**src/rtl/rv32i_load_store_unit_if.sv**
```systemverilog
// Purpose : bundles the core-side request/response and data-memory bus signals of the LSU.
// Latency : none, wiring only.
// Backpressure: req_valid/req_ready toward the core; bus_valid/bus_ready plus bus_rvalid toward memory.
// Ports   : req_* (memory op from decode), resp_* (completion pulse), bus_* (word-addressed data bus).
// Modports: slave = the load/store unit; master = the core FSM plus the data memory around it.
interface rv32i_load_store_unit_if #(
  parameter int ADDR_WIDTH = 32
);
  logic                  req_valid;
  logic                  req_ready;
  logic [1:0]            req_op;
  logic [1:0]            req_size;
  logic                  req_unsigned;
  logic [ADDR_WIDTH-1:0] req_addr;
  logic [31:0]           req_wdata;
  logic                  resp_valid;
  logic [31:0]           resp_rdata;
  logic                  resp_err;
  logic                  bus_valid;
  logic                  bus_ready;
  logic                  bus_we;
  logic [ADDR_WIDTH-1:0] bus_addr;
  logic [3:0]            bus_be;
  logic [31:0]           bus_wdata;
  logic                  bus_rvalid;
  logic [31:0]           bus_rdata;

  modport slave (
    input  req_valid, req_op, req_size, req_unsigned, req_addr, req_wdata,
    output req_ready, resp_valid, resp_rdata, resp_err,
    output bus_valid, bus_we, bus_addr, bus_be, bus_wdata,
    input  bus_ready, bus_rvalid, bus_rdata
  );

  modport master (
    output req_valid, req_op, req_size, req_unsigned, req_addr, req_wdata,
    input  req_ready, resp_valid, resp_rdata, resp_err,
    input  bus_valid, bus_we, bus_addr, bus_be, bus_wdata,
    output bus_ready, bus_rvalid, bus_rdata
  );
endinterface

```
**src/rtl/rv32i_load_store_unit.sv**
```systemverilog
// Purpose : RV32I memory-stage executor; turns LOAD/STORE/MEM_NOOP ops into data-bus accesses.
// Latency : accept T; store resp T+2, load resp T+3 (earliest bus), noop/error resp T+1.
// Backpressure: req_ready only in IDLE; waits on bus_ready/bus_rvalid up to TIMEOUT_CYCLES (0 = forever).
// Ports   : clk, reset (synchronous, active-high), lsu (rv32i_load_store_unit_if.slave).
// Option  : define LSU_MISALIGNED_SPLIT_EN to allow misaligned accesses (crossing ones split in two).
module rv32i_load_store_unit #(
  parameter int TIMEOUT_CYCLES = 16,
  parameter int ADDR_WIDTH     = 32
) (
  input  logic                   clk,
  input  logic                   reset,
  rv32i_load_store_unit_if.slave lsu
);
  localparam logic [1:0] OP_LOAD  = 2'b00;
  localparam logic [1:0] OP_STORE = 2'b01;
  localparam logic [1:0] SZ_BYTE  = 2'b00;
  localparam logic [1:0] SZ_HALF  = 2'b01;
  localparam logic [1:0] SZ_WORD  = 2'b10;

  typedef enum logic [2:0] {
    S_IDLE, S_ACCESS, S_RDWAIT, S_RESP
`ifdef LSU_MISALIGNED_SPLIT_EN
    , S_ACCESS2, S_RDWAIT2
`endif
  } state_e;

  state_e                state_q, state_d;
  logic [31:0]           cnt_q, cnt_d;
  logic [ADDR_WIDTH-1:0] addr_q, addr_d;
  logic [1:0]            size_q, size_d;
  logic                  uns_q, uns_d;
  logic                  we_q, we_d;
  logic [7:0]            be_q, be_d;     // [3:0] first access, [7:4] second access
  logic [63:0]           wd_q, wd_d;     // [31:0] first access, [63:32] second access
  logic [31:0]           rdata_q, rdata_d;
  logic                  err_q, err_d;
`ifdef LSU_MISALIGNED_SPLIT_EN
  logic [31:0]           rlo_q, rlo_d;   // first-access load word of a crossing load
`endif

  // Shift the raw (possibly two-word) load data down to the addressed byte, then extend.
  function automatic logic [31:0] load_extract(input logic [63:0] raw, input logic [1:0] ofs,
                                               input logic [1:0] size, input logic uns);
    logic [31:0] sh;
    sh = 32'(raw >> {ofs, 3'b000});
    case (size)
      SZ_BYTE: load_extract = uns ? {24'b0, sh[7:0]}  : {{24{sh[7]}}, sh[7:0]};
      SZ_HALF: load_extract = uns ? {16'b0, sh[15:0]} : {{16{sh[15]}}, sh[15:0]};
      default: load_extract = sh;
    endcase
  endfunction

  // Request decode, used only at acceptance.
  logic [1:0]  ofs_in;
  logic [3:0]  mask_in;
  logic [7:0]  be_in;
  logic [31:0] repl_in;
  logic [63:0] wd_in;
  logic        misal_in, misal_err_in, bad_size_in, is_mem_in;

  always_comb begin
    ofs_in      = lsu.req_addr[1:0];
    bad_size_in = (lsu.req_size == 2'b11);
    is_mem_in   = (lsu.req_op == OP_LOAD) || (lsu.req_op == OP_STORE);
    misal_in    = ((lsu.req_size == SZ_HALF) && ofs_in[0]) ||
                  ((lsu.req_size == SZ_WORD) && (ofs_in != 2'b00));
    case (lsu.req_size)
      SZ_BYTE: begin mask_in = 4'b0001; repl_in = {4{lsu.req_wdata[7:0]}};  end
      SZ_HALF: begin mask_in = 4'b0011; repl_in = {2{lsu.req_wdata[15:0]}}; end
      default: begin mask_in = 4'b1111; repl_in = lsu.req_wdata;            end
    endcase
    be_in = {4'b0000, mask_in} << ofs_in;
`ifdef LSU_MISALIGNED_SPLIT_EN
    misal_err_in = 1'b0;
    // Misaligned stores place bytes by shifting across the two-word window.
    wd_in = misal_in ? ({32'b0, lsu.req_wdata} << {ofs_in, 3'b000}) : {32'b0, repl_in};
`else
    misal_err_in = misal_in;
    wd_in        = {32'b0, repl_in};
`endif
  end

  logic waiting, crossing;

  always_comb begin
    state_d = state_q;
    addr_d  = addr_q;
    size_d  = size_q;
    uns_d   = uns_q;
    we_d    = we_q;
    be_d    = be_q;
    wd_d    = wd_q;
    rdata_d = rdata_q;
    err_d   = err_q;
    waiting = 1'b0;
    crossing = |be_q[7:4];
`ifdef LSU_MISALIGNED_SPLIT_EN
    rlo_d   = rlo_q;
`endif
    case (state_q)
      S_IDLE: begin
        if (lsu.req_valid) begin
          addr_d  = lsu.req_addr;
          size_d  = lsu.req_size;
          uns_d   = lsu.req_unsigned;
          we_d    = (lsu.req_op == OP_STORE);
          be_d    = be_in;
          wd_d    = wd_in;
          rdata_d = 32'b0;
          err_d   = 1'b0;
          // A noop completes cleanly even if its size field is garbage.
          if (!is_mem_in) begin
            state_d = S_RESP;
          end else if (bad_size_in || misal_err_in) begin
            err_d   = 1'b1;
            state_d = S_RESP;
          end else begin
            state_d = S_ACCESS;
          end
        end
      end
      S_ACCESS: begin
        waiting = 1'b1;
        if (lsu.bus_ready) begin
`ifdef LSU_MISALIGNED_SPLIT_EN
          if (we_q) state_d = crossing ? S_ACCESS2 : S_RESP;
          else      state_d = S_RDWAIT;
`else
          state_d = we_q ? S_RESP : S_RDWAIT;
`endif
        end
      end
      S_RDWAIT: begin
        waiting = 1'b1;
        if (lsu.bus_rvalid) begin
`ifdef LSU_MISALIGNED_SPLIT_EN
          if (crossing) begin
            rlo_d   = lsu.bus_rdata;
            state_d = S_ACCESS2;
          end else begin
            rdata_d = load_extract({32'b0, lsu.bus_rdata}, addr_q[1:0], size_q, uns_q);
            state_d = S_RESP;
          end
`else
          rdata_d = load_extract({32'b0, lsu.bus_rdata}, addr_q[1:0], size_q, uns_q);
          state_d = S_RESP;
`endif
        end
      end
`ifdef LSU_MISALIGNED_SPLIT_EN
      S_ACCESS2: begin
        waiting = 1'b1;
        if (lsu.bus_ready) state_d = we_q ? S_RESP : S_RDWAIT2;
      end
      S_RDWAIT2: begin
        waiting = 1'b1;
        if (lsu.bus_rvalid) begin
          rdata_d = load_extract({lsu.bus_rdata, rlo_q}, addr_q[1:0], size_q, uns_q);
          state_d = S_RESP;
        end
      end
`endif
      S_RESP:  state_d = S_IDLE;
      default: state_d = S_IDLE;
    endcase

    // Abort only when the bus made no progress this cycle and the budget is spent.
    if (waiting && (state_d == state_q) && (TIMEOUT_CYCLES != 0) &&
        (cnt_q == 32'(TIMEOUT_CYCLES - 1))) begin
      state_d = S_RESP;
      err_d   = 1'b1;
      rdata_d = 32'b0;
    end
    cnt_d = (waiting && (state_d == state_q)) ? cnt_q + 32'd1 : 32'd0;
  end

  always_ff @(posedge clk) begin
    if (reset) begin
      state_q <= S_IDLE;
      cnt_q   <= '0;
      addr_q  <= '0;
      size_q  <= '0;
      uns_q   <= 1'b0;
      we_q    <= 1'b0;
      be_q    <= '0;
      wd_q    <= '0;
      rdata_q <= '0;
      err_q   <= 1'b0;
`ifdef LSU_MISALIGNED_SPLIT_EN
      rlo_q   <= '0;
`endif
    end else begin
      state_q <= state_d;
      cnt_q   <= cnt_d;
      addr_q  <= addr_d;
      size_q  <= size_d;
      uns_q   <= uns_d;
      we_q    <= we_d;
      be_q    <= be_d;
      wd_q    <= wd_d;
      rdata_q <= rdata_d;
      err_q   <= err_d;
`ifdef LSU_MISALIGNED_SPLIT_EN
      rlo_q   <= rlo_d;
`endif
    end
  end

  logic                  phase2;
  logic [ADDR_WIDTH-1:0] base_addr;
`ifdef LSU_MISALIGNED_SPLIT_EN
  assign phase2 = (state_q == S_ACCESS2) || (state_q == S_RDWAIT2);
`else
  assign phase2 = 1'b0;
`endif
  assign base_addr = {addr_q[ADDR_WIDTH-1:2], 2'b00};

  assign lsu.req_ready  = (state_q == S_IDLE) && !reset;
  assign lsu.resp_valid = (state_q == S_RESP);
  assign lsu.resp_err   = (state_q == S_RESP) && err_q;
  assign lsu.resp_rdata = (state_q == S_RESP) ? rdata_q : 32'b0;
`ifdef LSU_MISALIGNED_SPLIT_EN
  assign lsu.bus_valid  = (state_q == S_ACCESS) || (state_q == S_ACCESS2);
`else
  assign lsu.bus_valid  = (state_q == S_ACCESS);
`endif
  assign lsu.bus_we     = we_q;
  assign lsu.bus_addr   = phase2 ? base_addr + ADDR_WIDTH'(4) : base_addr;
  assign lsu.bus_be     = phase2 ? be_q[7:4] : be_q[3:0];
  assign lsu.bus_wdata  = phase2 ? wd_q[63:32] : wd_q[31:0];
endmodule

```
**src/flat_wrapper.sv**
```systemverilog
// flat-port wrapper written by rule: the top's interface ports become plain ports
module rv32i_load_store_unit_flat 
#(
  parameter int TIMEOUT_CYCLES = 16,
  parameter int ADDR_WIDTH     = 32
)
  (clk, reset, lsu_req_valid, lsu_req_op, lsu_req_size, lsu_req_unsigned, lsu_req_addr, lsu_req_wdata, lsu_req_ready, lsu_resp_valid, lsu_resp_rdata, lsu_resp_err, lsu_bus_valid, lsu_bus_we, lsu_bus_addr, lsu_bus_be, lsu_bus_wdata, lsu_bus_ready, lsu_bus_rvalid, lsu_bus_rdata);
  rv32i_load_store_unit_if #(.ADDR_WIDTH(ADDR_WIDTH)) lsu_i ();
  input  logic clk;
  input  logic reset;
  input wire logic [$bits(lsu_i.req_valid)-1:0] lsu_req_valid;
  input wire logic [$bits(lsu_i.req_op)-1:0] lsu_req_op;
  input wire logic [$bits(lsu_i.req_size)-1:0] lsu_req_size;
  input wire logic [$bits(lsu_i.req_unsigned)-1:0] lsu_req_unsigned;
  input wire logic [$bits(lsu_i.req_addr)-1:0] lsu_req_addr;
  input wire logic [$bits(lsu_i.req_wdata)-1:0] lsu_req_wdata;
  output wire logic [$bits(lsu_i.req_ready)-1:0] lsu_req_ready;
  output wire logic [$bits(lsu_i.resp_valid)-1:0] lsu_resp_valid;
  output wire logic [$bits(lsu_i.resp_rdata)-1:0] lsu_resp_rdata;
  output wire logic [$bits(lsu_i.resp_err)-1:0] lsu_resp_err;
  output wire logic [$bits(lsu_i.bus_valid)-1:0] lsu_bus_valid;
  output wire logic [$bits(lsu_i.bus_we)-1:0] lsu_bus_we;
  output wire logic [$bits(lsu_i.bus_addr)-1:0] lsu_bus_addr;
  output wire logic [$bits(lsu_i.bus_be)-1:0] lsu_bus_be;
  output wire logic [$bits(lsu_i.bus_wdata)-1:0] lsu_bus_wdata;
  input wire logic [$bits(lsu_i.bus_ready)-1:0] lsu_bus_ready;
  input wire logic [$bits(lsu_i.bus_rvalid)-1:0] lsu_bus_rvalid;
  input wire logic [$bits(lsu_i.bus_rdata)-1:0] lsu_bus_rdata;
  assign lsu_i.req_valid = lsu_req_valid;
  assign lsu_i.req_op = lsu_req_op;
  assign lsu_i.req_size = lsu_req_size;
  assign lsu_i.req_unsigned = lsu_req_unsigned;
  assign lsu_i.req_addr = lsu_req_addr;
  assign lsu_i.req_wdata = lsu_req_wdata;
  assign lsu_req_ready = lsu_i.req_ready;
  assign lsu_resp_valid = lsu_i.resp_valid;
  assign lsu_resp_rdata = lsu_i.resp_rdata;
  assign lsu_resp_err = lsu_i.resp_err;
  assign lsu_bus_valid = lsu_i.bus_valid;
  assign lsu_bus_we = lsu_i.bus_we;
  assign lsu_bus_addr = lsu_i.bus_addr;
  assign lsu_bus_be = lsu_i.bus_be;
  assign lsu_bus_wdata = lsu_i.bus_wdata;
  assign lsu_i.bus_ready = lsu_bus_ready;
  assign lsu_i.bus_rvalid = lsu_bus_rvalid;
  assign lsu_i.bus_rdata = lsu_bus_rdata;
  rv32i_load_store_unit #(.TIMEOUT_CYCLES(TIMEOUT_CYCLES), .ADDR_WIDTH(ADDR_WIDTH)) u_core (.clk(clk), .reset(reset), .lsu(lsu_i));
endmodule
```
**config.mk**
```make
export PLATFORM = sky130hd
export DESIGN_NAME = rv32i_load_store_unit_flat
export DESIGN_NICKNAME = d
export VERILOG_FILES = /design/src/rtl/rv32i_load_store_unit_if.sv /design/src/rtl/rv32i_load_store_unit.sv /design/src/flat_wrapper.sv
export SDC_FILE = /design/constraint.sdc
export NUM_CORES = 1
export LEC_CHECK = 0
export BUFFER_PORTS_ARGS = -buffer_cell sky130_fd_sc_hd__buf_2
export CAP_MARGIN = 15
export CORE_ASPECT_RATIO = 0.7
export CORE_MARGIN = 3
export CORE_UTILIZATION = 30
export DETAILED_ROUTE_END_ITERATION = 7
export HOLD_SLACK_MARGIN = 0.12
export PLACE_DENSITY = 0.55
export RECOVER_POWER = 100
export SLEW_MARGIN = 40
export SYNTH_ARGS = -nofsm -noshare
export SYNTH_HDL_FRONTEND = slang
export SYNTH_SLANG_ARGS = --single-unit
```
**constraint.sdc**
```tcl
create_clock -name clk -period 2.1 [get_ports clk]
set_input_delay 0.105 -clock clk [delete_from_list [all_inputs] [get_ports clk]]
set_output_delay 0.105 -clock clk [all_outputs]
set_load 0.05 [all_outputs]
```
# Word level (Yosys, flattened, before mapping)
# Index checks and enable logic that the tools add are counted.
[word_totals]
wordCells = 75
regBits = 140
[classes]
eq_ne = 13
muxes = 23
shift = 2
bitwise_logic = 1
add_sub_neg = 1
n_reduce_logical = 25
[op_table]
columns = ["operator", "n"]
rows = [
  ["$pmux 32 s2", 3],
  ["$mux 32", 5],
  ["$add 32x1->32 const B", 1],
  ["$eq 32x4->1 const B", 1],
  ["$shr 32x5->32", 1],
  ["$mux 3", 5],
  ["$pmux 3 s3", 1],
  ["$pmux 4 s2", 1],
  ["$reduce_bool 2->1", 4],
  ["$logic_and 1x1->1", 7],
  ["$mux 1", 7],
  ["$eq 2x1->1 const B", 3],
  ["$eq 3x2->1 const B", 2],
  ["$eq 3x3->1", 2],
  ["$logic_not 2->1", 3],
  ["$reduce_or 2->1", 3],
  ["$eq 2x2->1 const B", 2],
  ["$ne 2x2->1 const B", 2],
  ["$reduce_and 2->1", 2],
  ["$shl 4x2->4", 1],
  ["$eq 3x1->1 const B", 1],
  ["$logic_not 3->1", 1],
  ["$logic_or 1x1->1", 3],
  ["$reduce_and 3->1", 1],
  ["other kinds (3)", 3],
]

# Longest topological paths before layout
[logic_depth]
depth_word = 16
ltp_mapped = 9
ltp_nobuf = 6

# Worst setup path before layout
# No wires, ideal clock.
[synth_path]
path_kind = "reg2out"
from = "reg u_core.state_q[1]"
to = "out lsu_req_ready"
required_ns = 1.995
setup_slack_ns = -0.012
t_arrival_ns = 2.007
stages_incl_launch_ff = 3
cell_sequence = "dfxtp_1 > buf_4 > nor4_1"
[synth_between]
elab_chain_len = 2
[synth_lines]
columns = ["item", "line", "source"]
rows = [
  ["from (decl)", "rv32i_load_store_unit.sv:27", "state_e state_q, state_d;"],
  ["from (signal assigned)", "rv32i_load_store_unit.sv:193", "state_q <= state_d;"],
  ["$logic_not 3->1", "rv32i_load_store_unit.sv:218", "assign lsu.req_ready = (state_q == S_IDLE) && !reset;"],
  ["$logic_and 1x1->1", "rv32i_load_store_unit.sv:218", ""],
  ["to (decl)", "flat_wrapper.sv:17", "output wire logic [$bits(lsu_i.req_ready)-1:0] lsu_req_ready;"],
]
# Every way passes these cells.

# Worst setup path after layout
[layout_path]
from = "reg u_core.cnt_q[11]"
to = "reg u_core.cnt_q[14]"
[layout_between]
elab_chain_len = 7
word_cells_on_any_way = 8
[layout_lines]
columns = ["item", "line", "source"]
rows = [
  ["from (decl)", "rv32i_load_store_unit.sv:28", "logic [31:0] cnt_q, cnt_d;"],
  ["from (signal assigned)", "rv32i_load_store_unit.sv:194", "cnt_q <= cnt_d;"],
  ["$eq 32x4->1", "rv32i_load_store_unit.sv:169", "(cnt_q == 32'(TIMEOUT_CYCLES - 1))) begin"],
  ["$logic_and 1x1->1", "rv32i_load_store_unit.sv:168", "if (waiting && (state_d == state_q) && (TIMEOUT_CYCLES != 0) &&"],
  ["$mux 3", "rv32i_load_store_unit.sv:168", ""],
  ["$eq 3x3->1", "rv32i_load_store_unit.sv:174", "cnt_d = (waiting && (state_d == state_q)) ? cnt_q + 32'd1 : 32'd0;"],
  ["$logic_and 1x1->1", "rv32i_load_store_unit.sv:174", ""],
  ["$not 1->1 (no line)", "-", ""],
  ["$reduce_or 2->1 (no line)", "-", ""],
]
# Several ways; a longest one is shown, not always the timed one.
# A chain may end at the register's enable or synchronous reset.

==> results.ini <==
[place]
place.detailed.hpwl_um = 14400
port_buffers = 208
finalWeightedCongestion = 0.802

[timing]
final_layout_worst_hold_slack_ns = 0.138
timing_hold_violations_final = 0
worst_tran_pin_value_ns = 0.729
slew_headroom = 0.516
finalWorstPathRequiredPeriod_ns = 1.99
timing.final.crit_share = 0.948
final.setup.tns_ns = 0
final-max-slew-violation-count = 0
max_clock_freq_ghz = 0.502
worst_clock_skew_ns = 0.00818
finalSetupViolations = 0

[drt]
final_antenna_net_count = 0
routed-wl-met2_um = 9220
wl_met1_um = 10500
route.final.wire_length_um = 21500
detail_route.drc_violations = 0
route.detailed.vias_per_inst = 4.76
first_pass_iters = 5
route.vias.total = 6589
dr.first_iter.drc_count = 376
top_layer_used = met5
wl_met3_um = 1440
routedWlPerCell_um = 15.5

[min_path]
hp-start = lsu_bus_rdata[10]
whs_path_depth = 5
min-delay-path-class = in2reg
whs_endpoint = u_core.rdata_q[2]

[logic_synthesis]
avgSynthCellArea_um2 = 8.30
seq_area_frac_synth = 0.412
synth-async-reset-ratio = 0
synth.lib_cells_used.distinct = 60
ys_seq_elements = 140
yosys_warnings = 0
mappedNetlistArea_um2 = 6800
syn_inst = 819
synth_fa_ha_area_frac = 0.00184
synth-compound-area-share = 0.162
post_synth_xor_area_fraction = 0.0386
yosys-mux-area-fraction = 0.0534
synth-simple-area-share = 0.246
synth_flop_cell = sky130_fd_sc_hd__dfxtp_1
synth_enable_flop_cells = 0
synth_top_family_by_area = simple AND/OR/NAND/NOR gates

[clock_network]
cts_tree = yes
clock_sink_count = 140
cts_htree_levels = 4
cts_root_buffer = sky130_fd_sc_hd__clkbuf_16
cts_buffer_depth = 2
cts.clk_slew.worst_paths_ns = 0.06
cts_inserted_buffers = 17
clk-insertion-delay-late_ns = 0.42

[grt]
grt.total_usage = 0.171
gr-total-overflow = 0
first_global_vias = 6213
number_of_antenna_violations_at_the_first_check_in_global_routing = 1
pin_count_of_the_biggest_net_entering_global_routing = 59
grt_pass1_wl_um = 33700

[finish]
multi_input_comb_area_um2 = 3470
mostFrequentLayoutCell = sky130_fd_sc_hd__nand2_1
most-common-layout-cells = sky130_fd_sc_hd__nand2_1, sky130_fd_sc_hd__dfxtp_1, sky130_fd_sc_hd__buf_2
finish.net_count = 1196
area_delta_synth_final_pct = 40.5
regArea_um2 = 2810
final.fill_count = 2196
n_antenna_cell = 0
fraction_of_layout_instances_using_a_drive_strength_above_1 = 0.223

[floorplanning]
die-area_um2 = 24500
chipHeight_um = 132
placement_rows = 45
io_pins = 211
dieWidth_um = 186
standard_cell_core_area_um2 = 22000
starting_density = 0.310

[power]
pwr_density_cell_nw_per_um2 = 731
leakage_uw = 0.00372
vdd_drop_max_uv = 539

[critical_path]
worst_ep_arrival_time_ns = 2.30
critical_path.reg2reg.startpoint = u_core.cnt_q[11]
start_kind = register
crit-reg2reg-capture = u_core.cnt_q[14]
worstRegToRegCells = 6
criticalPathCategory = reg2reg
r2r_slack_ns = 0.11
cp.required_ns = 2.41
worst-path-max-fanout = 19
critPathCaptureType = register

[run_status]
run_status = finished clean

[flow_run]
max_cap_viols = 0

[cell usage after synthesis (2+ instances only)]
library cell                number  area share
sky130_fd_sc_hd__and3b_1         3      0.0039
sky130_fd_sc_hd__a21o_1          2      0.0022
sky130_fd_sc_hd__a211o_1         8       0.010
sky130_fd_sc_hd__buf_2          18       0.013
sky130_fd_sc_hd__a2bb2oi_1       8       0.010
sky130_fd_sc_hd__nand3_1         7      0.0052
sky130_fd_sc_hd__nor3b_1         3      0.0033
sky130_fd_sc_hd__dfxtp_1       140        0.41
sky130_fd_sc_hd__a311oi_1        8       0.010
sky130_fd_sc_hd__nor2_2          2      0.0018
sky130_fd_sc_hd__mux2_2          8       0.013
sky130_fd_sc_hd__a211oi_1       10       0.011
sky130_fd_sc_hd__nand4_2         2      0.0037
sky130_fd_sc_hd__clkbuf_1       35       0.019
sky130_fd_sc_hd__inv_1           8      0.0044
sky130_fd_sc_hd__nand2_1       147       0.081
sky130_fd_sc_hd__buf_6           3      0.0050
sky130_fd_sc_hd__nand4_1         4      0.0037
sky130_fd_sc_hd__nor2_1         75       0.041
sky130_fd_sc_hd__xor2_1          8       0.010
sky130_fd_sc_hd__nor4_1          9      0.0083
sky130_fd_sc_hd__nor3_2          7       0.010
sky130_fd_sc_hd__nor3b_2         3      0.0055
sky130_fd_sc_hd__and4_1          3      0.0039
sky130_fd_sc_hd__mux2i_1        25       0.037
sky130_fd_sc_hd__a21oi_1        74       0.054
sky130_fd_sc_hd__xnor2_1        22       0.028
sky130_fd_sc_hd__o211ai_1        2      0.0022
sky130_fd_sc_hd__and2_1         35       0.032
sky130_fd_sc_hd__buf_1           2      0.0011
sky130_fd_sc_hd__nand3b_1        4      0.0044
sky130_fd_sc_hd__o21ai_0        26       0.019
sky130_fd_sc_hd__nor2b_1         9      0.0083
sky130_fd_sc_hd__buf_4          36       0.040
sky130_fd_sc_hd__o211ai_2        2      0.0037
sky130_fd_sc_hd__a32oi_1         7      0.0090
sky130_fd_sc_hd__a22oi_1        24       0.026
sky130_fd_sc_hd__nor3_1          8      0.0059
[critical path, cell delays in order (launching register included)]
cell and delay [ns]:
sky130_fd_sc_hd__dfxtp_1 0.34, sky130_fd_sc_hd__nor4_1 0.40, sky130_fd_sc_hd__nand4_1 0.18, sky130_fd_sc_hd__or4b_1 0.54
sky130_fd_sc_hd__o211ai_2 0.15, sky130_fd_sc_hd__buf_12 0.20, sky130_fd_sc_hd__nor2_1 0.06
[stage by stage]
step	util	area (µm²)	instances	total power (µW)	setup slack, ns
6_report	0.435	9550	1384	6990	0.109
3_3_place_gp	0.364	7980	1248	3800	0.145
4_1_cts	0.438	9610	1382	7060	0.0178
5_1_grt	0.435	9550	1384	7270	-0.00209
2_1_floorplan	-	6810	821	3510	0.106
3_5_place_dp	0.364	7980	1248	3800	0.109
[flip-flops by register name, summed over array words and instances (netlist names)]
signal,flops
u_core.lsu.bus_we,1
u_core.wd_q,32
u_core.addr_q,32
u_core.size_q,2
u_core.rdata_q,32
u_core.uns_q,1
u_core.err_q,1
u_core.state_q,3
u_core.be_q,4
u_core.cnt_q,32
[report_power, final]
| part | switching (µW) | internal, µW | total [µW] |
|---|---|---|---|
| combinational | 681 | 411 | 1090 |
| sequential | 53.8 | 2740 | 2800 |
| clock | 1190 | 1910 | 3090 |
| total | 1920 | 5060 | 6990 |
[area by class of cell]
type	count	share of cell area
Clock buffer	23	0.0521
Clock inverter	9	0.0114
Inverter	8	0.00314
Multi-Input combinational cell	578	0.363
Sequential cell	140	0.294
Tap cell	282	0.0369
Timing Repair Buffer	344	0.240
[per-layer routing]
layer  track usage  up-vias
met5             0        -
met4        0.0451        2
met3        0.0480       22
met2         0.257      206
met1         0.243     3049
li1              -     3310
[cell families after synthesis]
| group | count (synthesis) |
|---|---|
| AO/OA/AOI/OAI | 174 |
| XOR/XNOR | 30 |
| adder cells (fa/ha/maj) | 1 |
| buffers and inverters | 103 |
| flip-flops | 140 |
| multiplexers | 34 |
| other | 1 |
| AND/OR/NAND/NOR | 336 |
[worst max-delay path by stage]
stage                                 start                 end  slack (ns)
after floorplan           u_core.state_q[1]  lsu_resp_rdata[22]        0.11
after global placement      u_core.cnt_q[0]    u_core.cnt_q[25]        0.14
after detailed placement    u_core.cnt_q[0]    u_core.cnt_q[17]        0.11
after CTS                 u_core.state_q[2]   u_core.addr_q[11]        0.02
after global routing        u_core.cnt_q[0]    u_core.cnt_q[14]      -0.002
final                      u_core.cnt_q[11]    u_core.cnt_q[14]        0.11
[timing repair]
action | in CTS | in global routing
setup buffers | 0 | 1
hold buffers | 102 | 0
hold endpoints to repair | 86 | 0
pin swaps | 0 | 2
endpoints found under the setup margin | 6 | 67
cloned | 0 | 1
resized for setup | 1 | 7
Power figures use the tool's default switching activity.
